==> config.mk <==
export PLATFORM = sky130hd
export DESIGN_NAME = oam_dma
export DESIGN_NICKNAME = d
export VERILOG_FILES = /design/src/rtl/oam_dma.sv
export SDC_FILE = /design/constraint.sdc
export NUM_CORES = 1
export LEC_CHECK = 0
export ABC_AREA = 0
export CELL_PAD_IN_SITES_DETAIL_PLACEMENT = 1
export CELL_PAD_IN_SITES_GLOBAL_PLACEMENT = 2
export CORE_MARGIN = 2
export CORE_UTILIZATION = 27
export DETAILED_ROUTE_END_ITERATION = 12
export HOLD_SLACK_MARGIN = 0.15
export PLACE_DENSITY = 0.84
export SLEW_MARGIN = 10
export SYNTH_ARGS = -nofsm -noshare
export SYNTH_HDL_FRONTEND = slang
export SYNTH_SLANG_ARGS = --single-unit
==> constraint.sdc <==
create_clock -name clk -period 5 [get_ports clk]
set_input_delay 0.5 -clock clk [delete_from_list [all_inputs] [get_ports clk]]
set_output_delay 0.5 -clock clk [all_outputs]
set_load 0.05 [all_outputs]
==> src/rtl/oam_dma.sv <==
// OAM DMA engine: copies 160 bytes from {src', 00..9F} into OAM, one byte per CPU M-cycle,
// and arbitrates the CPU's bus access while a transfer runs. Build option: OAM_DMA_READBACK_EN.
`timescale 1ns/1ps

module oam_dma (
  input  logic        clk,
  input  logic        rst,
  input  logic        phi,
  input  logic [15:0] cpu_a,
  input  logic [7:0]  cpu_dout,
  input  logic        cpu_rd,
  input  logic        cpu_wr,
  output logic [7:0]  cpu_din,
  output logic [15:0] mem_a,
  output logic [7:0]  mem_dout,
  input  logic [7:0]  mem_din,
  output logic        mem_rd,
  output logic        mem_wr,
  output logic [7:0]  oam_a,
  output logic [7:0]  oam_dout,
  output logic        oam_wr,
  output logic        dma_active
);

  typedef enum logic [1:0] {IDLE, ARMED, START, ACTIVE} state_t;

  state_t      state, state_nx;
  logic        phi_q;
  logic [1:0]  phase_q, phase;
  logic [7:0]  src;      // doubles as the FF46 register: both load cpu_dout together and reset to FF
  logic [7:0]  idx;
  logic [7:0]  data_q;
  logic [7:0]  src_eff;
  logic        ff46_wr, ff46_rd, hram, cpu_ok, dma_rd, last_byte;

  // The T0 clk itself reads as phase 0, so state changes made at the T3 edge land exactly on T0.
  assign phase      = (phi && !phi_q) ? 2'd0 : phase_q;
  assign ff46_wr    = cpu_wr && (cpu_a == 16'hFF46);
  assign hram       = (cpu_a[15:7] == 9'h1FF) && (cpu_a != 16'hFFFF);
  assign dma_active = (state == START) || (state == ACTIVE);
  assign src_eff    = (src >= 8'hE0) ? src - 8'h20 : src;
  // oam_wr of byte 159 is visible in the clk after its T3; the transfer ends after that clk.
  assign last_byte  = (state == ACTIVE) && oam_wr && (oam_a == 8'd159);
  assign dma_rd     = (state == ACTIVE) && (phase != 2'd3) && !last_byte;
  assign cpu_ok     = !dma_active ||
                      (hram && ((state == START) || ((state == ACTIVE) && (phase == 2'd3))));

`ifdef OAM_DMA_READBACK_EN
  assign ff46_rd = cpu_rd && (cpu_a == 16'hFF46);
`else
  assign ff46_rd = 1'b0;
`endif

  // NOTE: sequential state uses non-blocking assignments so every flop samples pre-edge values.
  always_ff @(posedge clk) begin
    if (rst) state <= IDLE;
    else     state <= state_nx;
  end

  // NOTE: every combinational output gets a default first, otherwise a latch is inferred.
  always_comb begin
    state_nx = state;
    case (state)
      IDLE:    state_nx = IDLE;
      ARMED:   if (phase == 2'd3) state_nx = START;
      START:   if (phase == 2'd3) state_nx = ACTIVE;
      ACTIVE:  if (last_byte)     state_nx = IDLE;
      default: state_nx = IDLE;
    endcase
    if (ff46_wr) state_nx = ARMED;
  end

  always_comb begin
    mem_a    = cpu_a;
    mem_dout = cpu_dout;
    mem_rd   = 1'b0;
    mem_wr   = 1'b0;
    cpu_din  = 8'hFF;
    if ((state == ACTIVE) && (phase != 2'd3)) begin
      mem_a  = {src_eff, idx};
      mem_rd = dma_rd;
    end else if (cpu_ok) begin
      mem_rd  = cpu_rd && !ff46_rd;
      mem_wr  = cpu_wr;
      cpu_din = mem_din;
    end
    if (ff46_rd) cpu_din = src;
  end

  // NOTE: every datapath flop is reset here; the block holds no memory array needing exemption.
  always_ff @(posedge clk) begin
    if (rst) begin
      phi_q    <= 1'b0;
      phase_q  <= 2'd0;
      src      <= 8'hFF;
      idx      <= 8'd0;
      data_q   <= 8'd0;
      oam_wr   <= 1'b0;
      oam_a    <= 8'd0;
      oam_dout <= 8'd0;
    end else begin
      phi_q   <= phi;
      phase_q <= phase + 2'd1;
      oam_wr  <= 1'b0;
      if (ff46_wr) begin
        src <= cpu_dout;
        idx <= 8'd0;
      end else if (state == ACTIVE) begin
        if (phase == 2'd2) data_q <= mem_din;
        if (phase == 2'd3) begin
          oam_wr   <= 1'b1;
          oam_a    <= idx;
          oam_dout <= data_q;
          if (idx != 8'd159) idx <= idx + 8'd1;
        end
        if (last_byte) idx <= 8'd0;
      end
    end
  end

endmodule

# --- After elaboration in Yosys (flattened, before gate mapping) ---
# Index checks and enable logic that the tools add are counted.
word_totals:
  reg_bits: 46
  word_cells: 76
  in_bits: 37
  out_inout_bits: 52
op_classes:
  n_bitwise: 2
  n_addsub: 3
  n_reduce_logical: 25
  n_mux: 18
  magnitude_cmp: 1
  eq_ne: 17
ops:
  columns: ["cell", "count"]
  rows:
  - ["$mux 8", 6]
  - ["$eq 16x16->1 const B", 1]
  - ["$mux 16", 1]
  - ["$ne 16x16->1 const B", 1]
  - ["$reduce_and 3->1", 5]
  - ["$eq 9x9->1 const B", 1]
  - ["$logic_and 1x1->1", 9]
  - ["$add 8x1->8 const B", 1]
  - ["$eq 2x2->1 const B", 4]
  - ["$eq 8x8->1 const B", 1]
  - ["$ge 8x8->1 const B", 1]
  - ["$mux 2", 4]
  - ["$ne 8x8->1 const B", 1]
  - ["$pmux 2 s4", 1]
  - ["$sub 8x6->8 const B", 1]
  - ["$mux 1", 6]
  - ["$ne 2x2->1 const B", 3]
  - ["$ne 3x3->1 const B", 2]
  - ["$reduce_bool 2->1", 2]
  - ["$logic_not 1->1", 3]
  - ["$logic_or 1x1->1", 3]
  - ["$ne 3x2->1 const B", 1]
  - ["$reduce_or 3->1", 1]
  - ["$add 2x1->2 const B", 1]
  - ["5 further kinds", 6]

# --- Logic depth before layout (Yosys ltp) ---
# Gate-level depths: netlist of the first run.
depth:
  word_depth: 10
  ltp_mapped: 8
  depth_no_buf: 7

# --- Worst setup path before layout of the first run ---
# OpenSTA, ideal clock, no wires.
synth_timing:
  path_type: "input -> output"
  startpoint: "in phi"
  endpoint: "out mem_a[13]"
  n_path_buf: 1
  arrival_time_ns: 2.410
  required_ns: 4.500
  slack_ns: 2.090
  stages: 7
  cell_sequence: "nand2b_1 -> and2_1 -> ha_1 -> inv_1 -> nand2_1 -> clkbuf_1 -> o21ai_0"
synth_between:
  elab_chain_len: 5
synth_rtl:
  columns: ["element", "line_no", "source"]
  rows:
  - ["start, declared", "8", "input logic phi,"]
  - ["$logic_and 1x1->1", "37", "assign phase = (phi && !phi_q) ? 2'd0 : phase_q;"]
  - ["$mux 2", "37", null]
  - ["$ne 2x2->1", "79", "if ((state == ACTIVE) && (phase != 2'd3)) begin"]
  - ["$logic_and 1x1->1", "79", null]
  - ["$mux 16", "79", null]
  - ["end, declared", "14", "output logic [15:0] mem_a,"]
# Every way passes these cells.

# --- Final worst setup path of the first run ---
layout_timing:
  startpoint: "in phi"
  endpoint: "out mem_a[6]"
# Same word-level chain as after synthesis.

==> flow_results.xml, run 1 <==
<?xml version="1.0" encoding="UTF-8"?>
<metrics>
  <group name="run_status">
    <metric name="result_of_the_run" unit="">finished clean</metric>
  </group>
  <group name="timing">
    <metric name="timing_hold_violations_final" unit="">0</metric>
    <metric name="finClkSkew" unit="ps">7.47</metric>
    <metric name="rsz0062_at_grt" unit="">no</metric>
    <metric name="min_period" unit="ps">3760</metric>
    <metric name="tightest_slew" unit="ps">1170</metric>
    <metric name="final_min_period_over_clock_period" unit="">0.753</metric>
    <metric name="max-slew-margin-rel" unit="">0.220</metric>
    <metric name="setup_tns" unit="ps">0</metric>
    <metric name="setup_ws" unit="ps">1240</metric>
    <metric name="final_report_setup_violation_count" unit="">0</metric>
    <metric name="achievable-frequency" unit="MHz">266</metric>
    <metric name="final-max-slew-violation-count" unit="">0</metric>
  </group>
  <group name="cells_and_area">
    <metric name="layout-drive-gt1-share" unit="">0.0864</metric>
    <metric name="fin_util" unit="">0.396</metric>
    <metric name="n_antenna_cell" unit="">0</metric>
    <metric name="area_delta_synth_final" unit="%">42.2</metric>
    <metric name="multi_input_comb_area" unit="sq um">1340</metric>
    <metric name="layout.filler_cells" unit="">1038</metric>
    <metric name="nets" unit="">402</metric>
    <metric name="ff_latch_area" unit="sq um">921</metric>
  </group>
  <group name="floorplanning">
    <metric name="number_of_top_level_design_ports" unit="">89</metric>
    <metric name="fp.dieArea" unit="sq um">9720</metric>
    <metric name="die_height" unit="microns">98.6</metric>
    <metric name="placeableCoreArea" unit="sq um">8680</metric>
    <metric name="die_x" unit="microns">98.6</metric>
    <metric name="rows" unit="">34</metric>
    <metric name="start_util" unit="">0.278</metric>
  </group>
  <group name="yosys">
    <metric name="syn_area_per_cell" unit="sq um">8.56</metric>
    <metric name="synth.lib_cells_used.distinct" unit="">40</metric>
    <metric name="netlist.area_leader.share" unit="">0.381</metric>
    <metric name="ys.flop_type" unit="">sky130_fd_sc_hd__dfxtp_1</metric>
    <metric name="number_of_nets_produced_by_synthesis" unit="">326</metric>
    <metric name="synth_edf_count" unit="">0</metric>
    <metric name="yosysWarningCount" unit="">0</metric>
    <metric name="synth_top_cells_by_count" unit="">sky130_fd_sc_hd__nand2_1, sky130_fd_sc_hd__dfxtp_1, sky130_fd_sc_hd__mux2i_1</metric>
    <metric name="synth.ff_latch_count" unit="">46</metric>
    <metric name="share_of_the_yosys_chip_area_belonging_to_registers" unit="">0.381</metric>
    <metric name="synth.cell_area" unit="sq um">2410</metric>
    <metric name="yosysMostFrequentCell" unit="">sky130_fd_sc_hd__nand2_1</metric>
    <metric name="yosys.area.top_type" unit="">sky130_fd_sc_hd__dfxtp_1</metric>
    <metric name="asyncSetResetFlopFracSynth" unit="">0</metric>
    <metric name="synthesis.instances" unit="">282</metric>
    <metric name="ys_top_cells_by_area" unit="">sky130_fd_sc_hd__dfxtp_1, sky130_fd_sc_hd__mux2i_1, sky130_fd_sc_hd__nand2_1</metric>
  </group>
  <group name="setup_path">
    <metric name="crit_path_start_kind" unit="">primary input</metric>
    <metric name="critical_path.max_fanout" unit="">20</metric>
    <metric name="setup.worst_path.class" unit="">in -&gt; out</metric>
    <metric name="crit-reg2reg-capture" unit="">oam_a[3]$_SDFFE_PP0P_</metric>
    <metric name="startpoint_of_the_lowest_slack_register_to_register_path" unit="">phi_q$_SDFF_PP0_</metric>
    <metric name="timing.critical_path.required" unit="ps">4500</metric>
    <metric name="critical_path_arrival" unit="ps">3260</metric>
    <metric name="reg2regPathDepth" unit="">6</metric>
    <metric name="reg2reg_setup_slack" unit="ps">2670</metric>
    <metric name="worst_setup_path_end_kind" unit="">primary output</metric>
  </group>
  <group name="worst_hold_path">
    <metric name="hold-path-endpoint" unit="">oam_dout[2]$_SDFFE_PP0P_</metric>
    <metric name="holdCritPathClass" unit="">reg -&gt; reg</metric>
    <metric name="hold_depth" unit="">2</metric>
    <metric name="hold_path_startpoint" unit="">oam_dout[2]$_SDFFE_PP0P_</metric>
  </group>
  <group name="power_and_ir_drop">
    <metric name="power-per-cell-area" unit="nW/um^2">219</metric>
    <metric name="vdd.ir_drop.worst" unit="V">0.0000853</metric>
    <metric name="fin_total_pwr" unit="uW">751</metric>
    <metric name="p_leak" unit="nW">1.28</metric>
  </group>
  <group name="clock_tree">
    <metric name="level_count_of_the_clock_h_tree" unit="">2</metric>
    <metric name="cts-root-buf" unit="">sky130_fd_sc_hd__clkbuf_8</metric>
    <metric name="cts.sinks" unit="">46</metric>
    <metric name="worst_skew_pair.late_latency" unit="ps">300</metric>
    <metric name="cts_resized" unit="">0</metric>
    <metric name="clk_pin_slew_worst_paths" unit="ps">80</metric>
    <metric name="post_cts_hold_buffer_count" unit="">0</metric>
    <metric name="cts-buffers-inserted" unit="">5</metric>
    <metric name="cts_setup_buffers" unit="">0</metric>
    <metric name="tritoncts" unit="">done</metric>
    <metric name="clk_path_buf_depth" unit="">2</metric>
  </group>
  <group name="grt">
    <metric name="global_route.usage.met3" unit="">0.0199</metric>
    <metric name="grt-busiest-layer" unit="">met2</metric>
    <metric name="grt_use_total" unit="">0.146</metric>
    <metric name="grt_max_degree" unit="">31</metric>
    <metric name="number_of_antenna_violations_at_the_first_check_in_global_routing" unit="">0</metric>
    <metric name="met2_usage" unit="">0.261</metric>
    <metric name="globalRoute.totalOverflow" unit="">0</metric>
    <metric name="met1_use_gr" unit="">0.182</metric>
    <metric name="vias_in_the_first_global_route" unit="">2350</metric>
    <metric name="wire_length_of_the_first_global_routing_pass" unit="microns">11500</metric>
  </group>
  <group name="routing">
    <metric name="drt_iter0_markers" unit="">40</metric>
    <metric name="drt_pass1_iterations" unit="">4</metric>
    <metric name="wl" unit="microns">7150</metric>
    <metric name="vias_per_cell" unit="">4.85</metric>
    <metric name="route.detailed.drc" unit="">0</metric>
    <metric name="antenna_violating_nets_left" unit="">0</metric>
    <metric name="wire_per_inst" unit="microns">15.3</metric>
    <metric name="routed-via-count" unit="">2267</metric>
  </group>
  <group name="job">
    <metric name="maxCapViolations" unit="">0</metric>
  </group>
  <group name="place">
    <metric name="dp_worst_setup_slack" unit="ps">1190</metric>
    <metric name="place.gp.congestion" unit="">0.806</metric>
    <metric name="number_of_port_buffers" unit="">88</metric>
    <metric name="detailed_place_hpwl" unit="microns">5560</metric>
  </group>
</metrics>
stage by stage:
stage,cell area (sq um),instances,hold WS [ps]
detailed placement,3340,459,452
global route,3430,467,483
CTS,3430,467,467
global placement,3340,459,448
finish,3430,467,464
floorplan,2410,282,442
cell usage in the layout, fill, tap and decap left out, types with 2 or more instances in the layout:
| cell | netlist | routed |
|---|---|---|
| sky130_fd_sc_hd__buf_4 | 8 | 3 |
| sky130_fd_sc_hd__nand3_1 | 21 | 21 |
| sky130_fd_sc_hd__clkdlybuf4s50_1 | 0 | 88 |
| sky130_fd_sc_hd__dfxtp_1 | 46 | 46 |
| sky130_fd_sc_hd__ha_1 | 7 | 7 |
| sky130_fd_sc_hd__inv_1 | 10 | 10 |
| sky130_fd_sc_hd__mux2_2 | 13 | 13 |
| sky130_fd_sc_hd__nor2_1 | 11 | 11 |
| sky130_fd_sc_hd__mux2i_1 | 25 | 25 |
| sky130_fd_sc_hd__nand2_1 | 54 | 54 |
| sky130_fd_sc_hd__nand2b_1 | 2 | 2 |
| sky130_fd_sc_hd__and2_1 | 4 | 4 |
| sky130_fd_sc_hd__a211oi_1 | 2 | 2 |
| sky130_fd_sc_hd__xor2_1 | 2 | 2 |
| sky130_fd_sc_hd__a21oi_1 | 5 | 5 |
| sky130_fd_sc_hd__and4_1 | 2 | 2 |
| sky130_fd_sc_hd__nand3b_1 | 10 | 10 |
| sky130_fd_sc_hd__and3_1 | 4 | 4 |
| sky130_fd_sc_hd__a31oi_1 | 2 | 2 |
| sky130_fd_sc_hd__nor2b_1 | 2 | 2 |
| sky130_fd_sc_hd__o21ai_0 | 15 | 15 |
| sky130_fd_sc_hd__or4_4 | 2 | 2 |
| sky130_fd_sc_hd__nand4_1 | 5 | 5 |
| sky130_fd_sc_hd__clkbuf_8 | 0 | 6 |
| sky130_fd_sc_hd__xnor2_1 | 2 | 2 |
worst max-delay path, stage by stage:
cell	delay, ps
sky130_fd_sc_hd__clkdlybuf4s50_1	480
sky130_fd_sc_hd__nand2b_1	60
sky130_fd_sc_hd__and2_1	180
sky130_fd_sc_hd__ha_1	280
sky130_fd_sc_hd__inv_1	100
sky130_fd_sc_hd__nand2_1	450
sky130_fd_sc_hd__mux2_2	390
sky130_fd_sc_hd__clkdlybuf4s50_1	810
sequential cells by signal (all words and copies together), names as in the netlist:
name,flops
data_q,8
idx,8
oam_a,8
oam_dout,8
src,8
phase_q,2
state,2
oam_wr,1
phi_q,1
logic make-up (layout without fill, tap and decap cells):
family,after synthesis,after routing,synth area share
fa+ha+maj,7,7,0.0363
buf+inv,32,109,0.0658
mux,38,38,0.164
simple gates,124,124,0.256
xor+xnor,4,4,0.0145
compound gates,31,31,0.0813
flops,46,46,0.381
final cells by class:
class                      instances  share of cell area
sequential                        46               0.268
multi-input combinational        204               0.391
inverter                          10              0.0109
clock inverter                     2             0.00364
timing repair buffer              91               0.263
clock buffer                       6              0.0241
tap                              108              0.0394
how the worst max path moves through the flow:
stage                     slack, ps   endpoint  startpoint  cells past startpoint
after CTS                      1180  mem_a[15]         phi                      8
final                          1240   mem_a[6]         phi                      8
after global placement         1240  mem_a[11]         phi                      8
after global routing           1020  mem_a[14]         phi                      8
after detailed placement       1190  mem_a[15]         phi                      8
after floorplan                2090  mem_a[13]         phi                      7
power by group:
| group | internal, mW | switching, mW | total (mW) |
|---|---|---|---|
| combinational | 0.0591 | 0.0832 | 0.142 |
| sequential | 0.368 | 0.000305 | 0.368 |
| clock | 0.111 | 0.129 | 0.240 |
metal layers:
layer  part of all wire  up-vias
met3              0.037        5
met5                  0        -
li1                   -     1114
met2               0.50       44
met1               0.45     1104
met4              0.013        0
No activity file was read; power rests on OpenSTA's default activity.
==> inputs of run 2 (changes only) <==
--- a/config.mk
+++ b/config.mk
@@ -9,10 +9,10 @@
 export CELL_PAD_IN_SITES_DETAIL_PLACEMENT = 1
 export CELL_PAD_IN_SITES_GLOBAL_PLACEMENT = 2
 export CORE_MARGIN = 2
-export CORE_UTILIZATION = 27
+export CORE_UTILIZATION = 25
 export DETAILED_ROUTE_END_ITERATION = 12
 export HOLD_SLACK_MARGIN = 0.15
-export PLACE_DENSITY = 0.84
+export PLACE_DENSITY = 0.79
 export SLEW_MARGIN = 10
 export SYNTH_ARGS = -nofsm -noshare
 export SYNTH_HDL_FRONTEND = slang
==> constraint.sdc (replaced) <==
create_clock -name clk -period 3.5 [get_ports clk]
set_input_delay 0.35 -clock clk [delete_from_list [all_inputs] [get_ports clk]]
set_output_delay 0.35 -clock clk [all_outputs]
set_load 0.05 [all_outputs]
==> run 2 against run 1 <==
  * Wire length rose by 3.3%
  * Cell count is 5.6% higher
  * Design area rose by 3.4%
  * Global-route usage down 0.16 points
  * Critical path depth increased by 1
  * Critical path type unchanged
  * Largest cell class unchanged
  * Largest power group unchanged
==> flow_results.xml, run 2 (synthesis results as in run 1) <==
<?xml version="1.0" encoding="UTF-8"?>
<metrics>
  <group name="run_status">
    <metric name="result_of_the_run" unit="">finished clean</metric>
  </group>
  <group name="setup_path">
    <metric name="timing.critical_path.required" unit="ps">3150</metric>
    <metric name="critical_path_arrival" unit="ps">2310</metric>
    <metric name="critical_path.max_fanout" unit="">20</metric>
    <metric name="crit_path_start_kind" unit="">primary input</metric>
    <metric name="worst_setup_path_end_kind" unit="">primary output</metric>
    <metric name="setup.worst_path.class" unit="">in -&gt; out</metric>
  </group>
  <group name="clock_tree">
    <metric name="level_count_of_the_clock_h_tree" unit="">2</metric>
    <metric name="cts-buffers-inserted" unit="">5</metric>
    <metric name="worst_skew_pair.late_latency" unit="ps">300</metric>
    <metric name="cts.sinks" unit="">46</metric>
    <metric name="post_cts_hold_buffer_count" unit="">0</metric>
    <metric name="clk_pin_slew_worst_paths" unit="ps">90</metric>
    <metric name="clk_path_buf_depth" unit="">2</metric>
    <metric name="tritoncts" unit="">done</metric>
    <metric name="cts-root-buf" unit="">sky130_fd_sc_hd__clkbuf_8</metric>
    <metric name="cts_resized" unit="">0</metric>
    <metric name="cts_setup_buffers" unit="">0</metric>
  </group>
  <group name="timing">
    <metric name="min_period" unit="ps">2660</metric>
    <metric name="timing_hold_violations_final" unit="">0</metric>
    <metric name="finClkSkew" unit="ps">8.79</metric>
    <metric name="final-max-slew-violation-count" unit="">0</metric>
    <metric name="rsz0062_at_grt" unit="">no</metric>
    <metric name="final_report_setup_violation_count" unit="">0</metric>
    <metric name="setup_tns" unit="ps">0</metric>
    <metric name="tightest_slew" unit="ps">632</metric>
    <metric name="achievable-frequency" unit="MHz">376</metric>
    <metric name="final_min_period_over_clock_period" unit="">0.761</metric>
    <metric name="max-slew-margin-rel" unit="">0.573</metric>
  </group>
  <group name="floorplanning">
    <metric name="start_util" unit="">0.259</metric>
    <metric name="number_of_top_level_design_ports" unit="">89</metric>
    <metric name="die_height" unit="microns">102</metric>
    <metric name="rows" unit="">35</metric>
    <metric name="placeableCoreArea" unit="sq um">9330</metric>
    <metric name="die_x" unit="microns">102</metric>
    <metric name="fp.dieArea" unit="sq um">10500</metric>
  </group>
  <group name="place">
    <metric name="placed_cell_area" unit="sq um">3440</metric>
    <metric name="number_of_port_buffers" unit="">88</metric>
    <metric name="detailed_place_hpwl" unit="microns">5740</metric>
    <metric name="place.gp.congestion" unit="">0.820</metric>
  </group>
  <group name="routing">
    <metric name="wire_per_inst" unit="microns">15.0</metric>
    <metric name="wl" unit="microns">7390</metric>
    <metric name="drt_pass1_iterations" unit="">4</metric>
    <metric name="vias_per_cell" unit="">4.58</metric>
    <metric name="drt_iter0_markers" unit="">27</metric>
    <metric name="antenna_violating_nets_left" unit="">0</metric>
    <metric name="route.detailed.drc" unit="">0</metric>
    <metric name="routed-via-count" unit="">2259</metric>
  </group>
  <group name="cells_and_area">
    <metric name="layout-drive-gt1-share" unit="">0.170</metric>
    <metric name="n_antenna_cell" unit="">0</metric>
    <metric name="nets" unit="">407</metric>
    <metric name="design_area" unit="sq um">3550</metric>
    <metric name="area_delta_synth_final" unit="%">47.0</metric>
    <metric name="layout_commonest_cell" unit="">sky130_fd_sc_hd__clkdlybuf4s50_1</metric>
    <metric name="layout_common_cells" unit="">sky130_fd_sc_hd__clkdlybuf4s50_1, sky130_fd_sc_hd__nand2_1, sky130_fd_sc_hd__dfxtp_1, sky130_fd_sc_hd__buf_4, sky130_fd_sc_hd__mux2i_1</metric>
  </group>
  <group name="power_and_ir_drop">
    <metric name="clkPwrFrac" unit="">0.355</metric>
    <metric name="p_leak" unit="nW">1.38</metric>
    <metric name="cellInternalPower" unit="uW">832</metric>
    <metric name="vdd.ir_drop.worst" unit="V">0.000136</metric>
    <metric name="net-switching-power" unit="uW">319</metric>
    <metric name="power_switching_share" unit="">0.277</metric>
    <metric name="power-per-cell-area" unit="nW/um^2">324</metric>
    <metric name="power.sequential.fraction" unit="">0.457</metric>
    <metric name="combinationalPowerShare" unit="">0.188</metric>
  </group>
  <group name="grt">
    <metric name="grt_use_total" unit="">0.144</metric>
    <metric name="globalRoute.totalOverflow" unit="">0</metric>
    <metric name="wire_length_of_the_first_global_routing_pass" unit="microns">11700</metric>
    <metric name="grt_max_degree" unit="">22</metric>
    <metric name="number_of_antenna_violations_at_the_first_check_in_global_routing" unit="">0</metric>
    <metric name="vias_in_the_first_global_route" unit="">2276</metric>
  </group>
  <group name="job">
    <metric name="maxCapViolations" unit="">0</metric>
  </group>
  <group name="worst_hold_path">
    <metric name="holdCritPathClass" unit="">reg -&gt; reg</metric>
  </group>
</metrics>
[run 2: cell count changes in the layout (fill, tap and decap cells not counted)]
cell and change:
sky130_fd_sc_hd__buf_12 +8, sky130_fd_sc_hd__buf_4 +23, sky130_fd_sc_hd__bufinv_16 +1, sky130_fd_sc_hd__clkbuf_8 -1
sky130_fd_sc_hd__clkdlybuf4s50_1 -26, sky130_fd_sc_hd__clkinvlp_4 -1, sky130_fd_sc_hd__inv_6 +1
[run 2: layout make-up]
class | instances | area [sq um]
multi-input combinational | 204 | 1340
tap | 129 | 161
inverter | 10 | 37.5
fill | 1116 | 5780
clock inverter | 3 | 43.8
sequential | 46 | 921
timing repair buffer | 96 | 976
clock buffer | 5 | 68.8
[run 2: per-stage QoR]
step / std cells / hold slack, ps / util / worst slack, ps / power [mW]
final: 493 / 472 / 0.381 / 838 / 1.15
after global routing: 493 / 497 / 0.381 / 676 / 1.19
after CTS: 493 / 478 / 0.381 / 804 / 1.17
after detailed placement: 485 / 461 / 0.368 / 818 / 0.756
after global placement: 485 / 449 / 0.368 / 851 / 0.754
after floorplan: 282 / 419 / - / 884 / 0.654
[run 2: power groups by stage]
stage / clock network [mW] / registers [mW] / logic [mW]
final: 0.409 / 0.526 / 0.216
after global routing: 0.438 / 0.526 / 0.227
after CTS: 0.424 / 0.526 / 0.218
after detailed placement: 0 / 0.538 / 0.218
after global placement: 0 / 0.538 / 0.216
after floorplan: 0 / 0.538 / 0.116
[run 2: routing by layer]
metal / routed length [microns] / GRT usage / vias up
li1: - / - / 1129
met2: 3630 / 0.250 / 50
met1: 3390 / 0.185 / 1074
met3: 289 / 0.0260 / 6
met5: 0 / 0 / -
met4: 82 / 0.0369 / 0
[run 2: worst paths after layout]
path | from | endpoint | slack (ps) | cells after the start
hold reg to reg | oam_dout[1]$_SDFFE_PP0P_ | oam_dout[1]$_SDFFE_PP0P_ | 470 | 2
setup / recovery | phi | mem_a[3] | 840 | 9
hold / removal | oam_dout[1]$_SDFFE_PP0P_ | oam_dout[1]$_SDFFE_PP0P_ | 470 | 2
setup reg to reg | idx[0]$_SDFFE_PP0P_ | idx[2]$_SDFFE_PP0P_ | 1440 | 5
[run 2: worst max-delay path: stages]
cell and delay (ps):
sky130_fd_sc_hd__clkdlybuf4s50_1 420, sky130_fd_sc_hd__nand2b_1 90, sky130_fd_sc_hd__and2_1 190, sky130_fd_sc_hd__ha_1 280, sky130_fd_sc_hd__inv_1 80, sky130_fd_sc_hd__nand2_1 70, sky130_fd_sc_hd__buf_4 260, sky130_fd_sc_hd__mux2_2 380
sky130_fd_sc_hd__buf_4 190
==> inputs of run 3 (changes only) <==
--- a/config.mk
+++ b/config.mk
@@ -9,10 +9,10 @@
 export CELL_PAD_IN_SITES_DETAIL_PLACEMENT = 1
 export CELL_PAD_IN_SITES_GLOBAL_PLACEMENT = 2
 export CORE_MARGIN = 2
-export CORE_UTILIZATION = 25
+export CORE_UTILIZATION = 23
 export DETAILED_ROUTE_END_ITERATION = 12
 export HOLD_SLACK_MARGIN = 0.15
-export PLACE_DENSITY = 0.79
+export PLACE_DENSITY = 0.76
 export SLEW_MARGIN = 10
 export SYNTH_ARGS = -nofsm -noshare
 export SYNTH_HDL_FRONTEND = slang
==> constraint.sdc (replaced) <==
create_clock -name clk -period 2.3 [get_ports clk]
set_input_delay 0.23 -clock clk [delete_from_list [all_inputs] [get_ports clk]]
set_output_delay 0.23 -clock clk [all_outputs]
set_load 0.05 [all_outputs]
==> run 3 against run 2 <==
  * Design area up 10%
  * Count of clock-buffer cells in the layout is the same
  * Non-clock buffer count up 13
  * Largest cell class unchanged
  * Worst setup slack got worse by 770 ps
  * First-iteration DRC count up 85%
==> flow_results.xml, run 3 (synthesis results as in run 1) <==
<?xml version="1.0" encoding="UTF-8"?>
<metrics>
  <group name="setup_path">
    <metric name="critical_path_arrival" unit="ps">2000</metric>
    <metric name="setup.worst_path.class" unit="">in -&gt; out</metric>
    <metric name="critical_path.max_fanout" unit="">2</metric>
    <metric name="crit_family" unit="">compound AO/OA/AOI/OAI gates</metric>
    <metric name="worst_setup_path_end_kind" unit="">primary output</metric>
    <metric name="reg2regPathDepth" unit="">6</metric>
    <metric name="reg2reg_setup_slack" unit="ps">460</metric>
    <metric name="timing.critical_path.required" unit="ps">2070</metric>
    <metric name="critical_path.cell_chain" unit="">clkdlybuf4s50_1, and3_1, a2111o_1, o21ai_2, buf_4, a32o_1, buf_12</metric>
    <metric name="worst_path_buf_inv" unit="">3</metric>
    <metric name="crit_path_start_kind" unit="">primary input</metric>
    <metric name="crit-reg2reg-capture" unit="">idx[2]$_SDFFE_PP0P_</metric>
    <metric name="cp_slowest_stage_delay" unit="ps">440</metric>
    <metric name="worst_path_max_delay_cell" unit="">sky130_fd_sc_hd__clkdlybuf4s50_1</metric>
    <metric name="startpoint_of_the_lowest_slack_register_to_register_path" unit="">idx[0]$_SDFFE_PP0P_</metric>
  </group>
  <group name="place">
    <metric name="place.gp.congestion" unit="">0.775</metric>
    <metric name="detailed_place_hpwl" unit="microns">6090</metric>
    <metric name="total_instance_count_after_detailed_placement" unit="">504</metric>
    <metric name="number_of_port_buffers" unit="">88</metric>
  </group>
  <group name="timing">
    <metric name="final-max-slew-violation-count" unit="">0</metric>
    <metric name="finClkSkew" unit="ps">13.1</metric>
    <metric name="timing_hold_violations_final" unit="">0</metric>
    <metric name="tightest_slew" unit="ps">666</metric>
    <metric name="setup_tns" unit="ps">0</metric>
    <metric name="rsz0062_at_grt" unit="">yes</metric>
    <metric name="final_min_period_over_clock_period" unit="">0.969</metric>
    <metric name="max-slew-margin-rel" unit="">0.556</metric>
    <metric name="final_report_setup_violation_count" unit="">0</metric>
    <metric name="min_period" unit="ps">2230</metric>
    <metric name="achievable-frequency" unit="MHz">449</metric>
  </group>
  <group name="worst_hold_path">
    <metric name="hold_path_startpoint" unit="">oam_a[3]$_SDFFE_PP0P_</metric>
    <metric name="hold_depth" unit="">2</metric>
    <metric name="hold-path-endpoint" unit="">oam_a[3]$_SDFFE_PP0P_</metric>
    <metric name="holdCritPathClass" unit="">reg -&gt; reg</metric>
  </group>
  <group name="floorplanning">
    <metric name="placeableCoreArea" unit="sq um">10300</metric>
    <metric name="rows" unit="">37</metric>
    <metric name="die_height" unit="microns">106</metric>
    <metric name="start_util" unit="">0.235</metric>
    <metric name="number_of_top_level_design_ports" unit="">89</metric>
    <metric name="die_x" unit="microns">106</metric>
    <metric name="fp.dieArea" unit="sq um">11300</metric>
  </group>
  <group name="routing">
    <metric name="routed-via-count" unit="">2333</metric>
    <metric name="route.detailed.drc" unit="">0</metric>
    <metric name="wire_per_inst" unit="microns">15.5</metric>
    <metric name="drt_pass1_iterations" unit="">4</metric>
    <metric name="drt_iter0_markers" unit="">50</metric>
    <metric name="wl" unit="microns">7930</metric>
    <metric name="vias_per_cell" unit="">4.55</metric>
    <metric name="antenna_violating_nets_left" unit="">0</metric>
  </group>
  <group name="cells_and_area">
    <metric name="area_delta_synth_final" unit="%">61.8</metric>
    <metric name="nets" unit="">420</metric>
    <metric name="final-instance-count-excl-fill" unit="">513</metric>
    <metric name="layout_common_cells" unit="">sky130_fd_sc_hd__clkdlybuf4s50_1, sky130_fd_sc_hd__nand2_1, sky130_fd_sc_hd__dfxtp_1, sky130_fd_sc_hd__mux2i_1, sky130_fd_sc_hd__buf_4</metric>
    <metric name="layout_commonest_cell" unit="">sky130_fd_sc_hd__clkdlybuf4s50_1</metric>
    <metric name="n_antenna_cell" unit="">0</metric>
    <metric name="layout.filler_cells" unit="">1197</metric>
    <metric name="layout-drive-gt1-share" unit="">0.215</metric>
    <metric name="fin_util" unit="">0.380</metric>
  </group>
  <group name="grt">
    <metric name="grt_max_degree" unit="">41</metric>
    <metric name="vias_in_the_first_global_route" unit="">2451</metric>
    <metric name="number_of_antenna_violations_at_the_first_check_in_global_routing" unit="">0</metric>
    <metric name="wire_length_of_the_first_global_routing_pass" unit="microns">12500</metric>
    <metric name="grt_use_total" unit="">0.138</metric>
    <metric name="globalRoute.totalOverflow" unit="">0</metric>
  </group>
  <group name="power_and_ir_drop">
    <metric name="p_leak" unit="nW">1.61</metric>
    <metric name="power-per-cell-area" unit="nW/um^2">484</metric>
    <metric name="vdd.ir_drop.worst" unit="V">0.000233</metric>
    <metric name="fin_total_pwr" unit="mW">1.89</metric>
  </group>
  <group name="run_status">
    <metric name="result_of_the_run" unit="">finished clean</metric>
  </group>
  <group name="clock_tree">
    <metric name="cts-buffers-inserted" unit="">5</metric>
    <metric name="clk_path_buf_depth" unit="">2</metric>
    <metric name="level_count_of_the_clock_h_tree" unit="">2</metric>
    <metric name="cts_setup_buffers" unit="">0</metric>
    <metric name="tritoncts" unit="">done</metric>
    <metric name="worst_skew_pair.late_latency" unit="ps">310</metric>
    <metric name="clk_pin_slew_worst_paths" unit="ps">100</metric>
    <metric name="cts.sinks" unit="">46</metric>
    <metric name="cts-root-buf" unit="">sky130_fd_sc_hd__clkbuf_8</metric>
  </group>
  <group name="job">
    <metric name="maxCapViolations" unit="">0</metric>
  </group>
</metrics>
run 3: changes by cell type in the layout (fill, tap and decap cells not counted), sizes merged:
| cell | delta |
|---|---|
| dlymetal6s2s | +8 |
| buf | +12 |
| clkdlybuf4s50 | -8 |
| bufinv | +1 |
| clkbuf | +1 |
| inv | -1 |
run 3: how the worst max path moves through the flow:
stage	start	cells after the start	slack (ps)	endpoint
2_1_floorplan	phi_q$_SDFF_PP0_	7	-200	mem_a[13]
3_3_place_gp	cpu_a[7]	6	7	src[5]$_SDFFE_PP1P_
3_5_place_dp	cpu_a[7]	6	-20	oam_dout[2]$_SDFFE_PP0P_
4_1_cts	phi	9	-5	mem_a[1]
5_1_grt	cpu_a[6]	7	9	mem_rd
6_report	cpu_a[6]	7	70	mem_rd
run 3: cell type report:
class | count | area [sq um] | area share
clock buffers | 5 | 68.8 | 0.0176
well taps | 136 | 170 | 0.0435
repair buffers | 109 | 1280 | 0.328
multi-input cells | 204 | 1360 | 0.348
flip-flops and latches | 46 | 921 | 0.236
inverters | 10 | 37.5 | 0.00961
clock inverters | 3 | 68.8 | 0.0176
run 3: repair_timing:
item / in CTS / in global routing
hold buffers: 0 / 0
gates resized for setup: 3 / 17
endpoints found under the setup margin: 6 / 27
pin swaps: 0 / 4
cloned: 0 / 1
run 3: worst min-delay path, cell delays in order, from the launching register on:
cell                      delay, ps
sky130_fd_sc_hd__dfxtp_1        330
sky130_fd_sc_hd__nand2_1         60
sky130_fd_sc_hd__mux2i_1         50
run 3: power breakdown:
group / leakage, nW / internal, mW / switching, mW
clock: 0.0683 / 0.436 / 0.291
combinational: 1.17 / 0.170 / 0.196
sequential: 0.371 / 0.799 / 0.000693
run 3: per-layer routing:
metal | up-vias | global-route usage | wire [microns]
li1 | 1160 | - | -
met1 | 1114 | 0.180 | 3730
met2 | 55 | 0.238 | 3830
met3 | 4 | 0.0239 | 308
met4 | 0 | 0.0306 | 69
met5 | - | 0 | 0
run 3: through the flow:
step	setup WS [ps]	cell area [sq um]	hold WS, ps
detailed placement	-16.7	3700	465
finish	71.8	3910	475
CTS	-5.46	3840	481
global placement	7.20	3700	451
floorplan	-196	2410	299
global route	8.82	3910	497
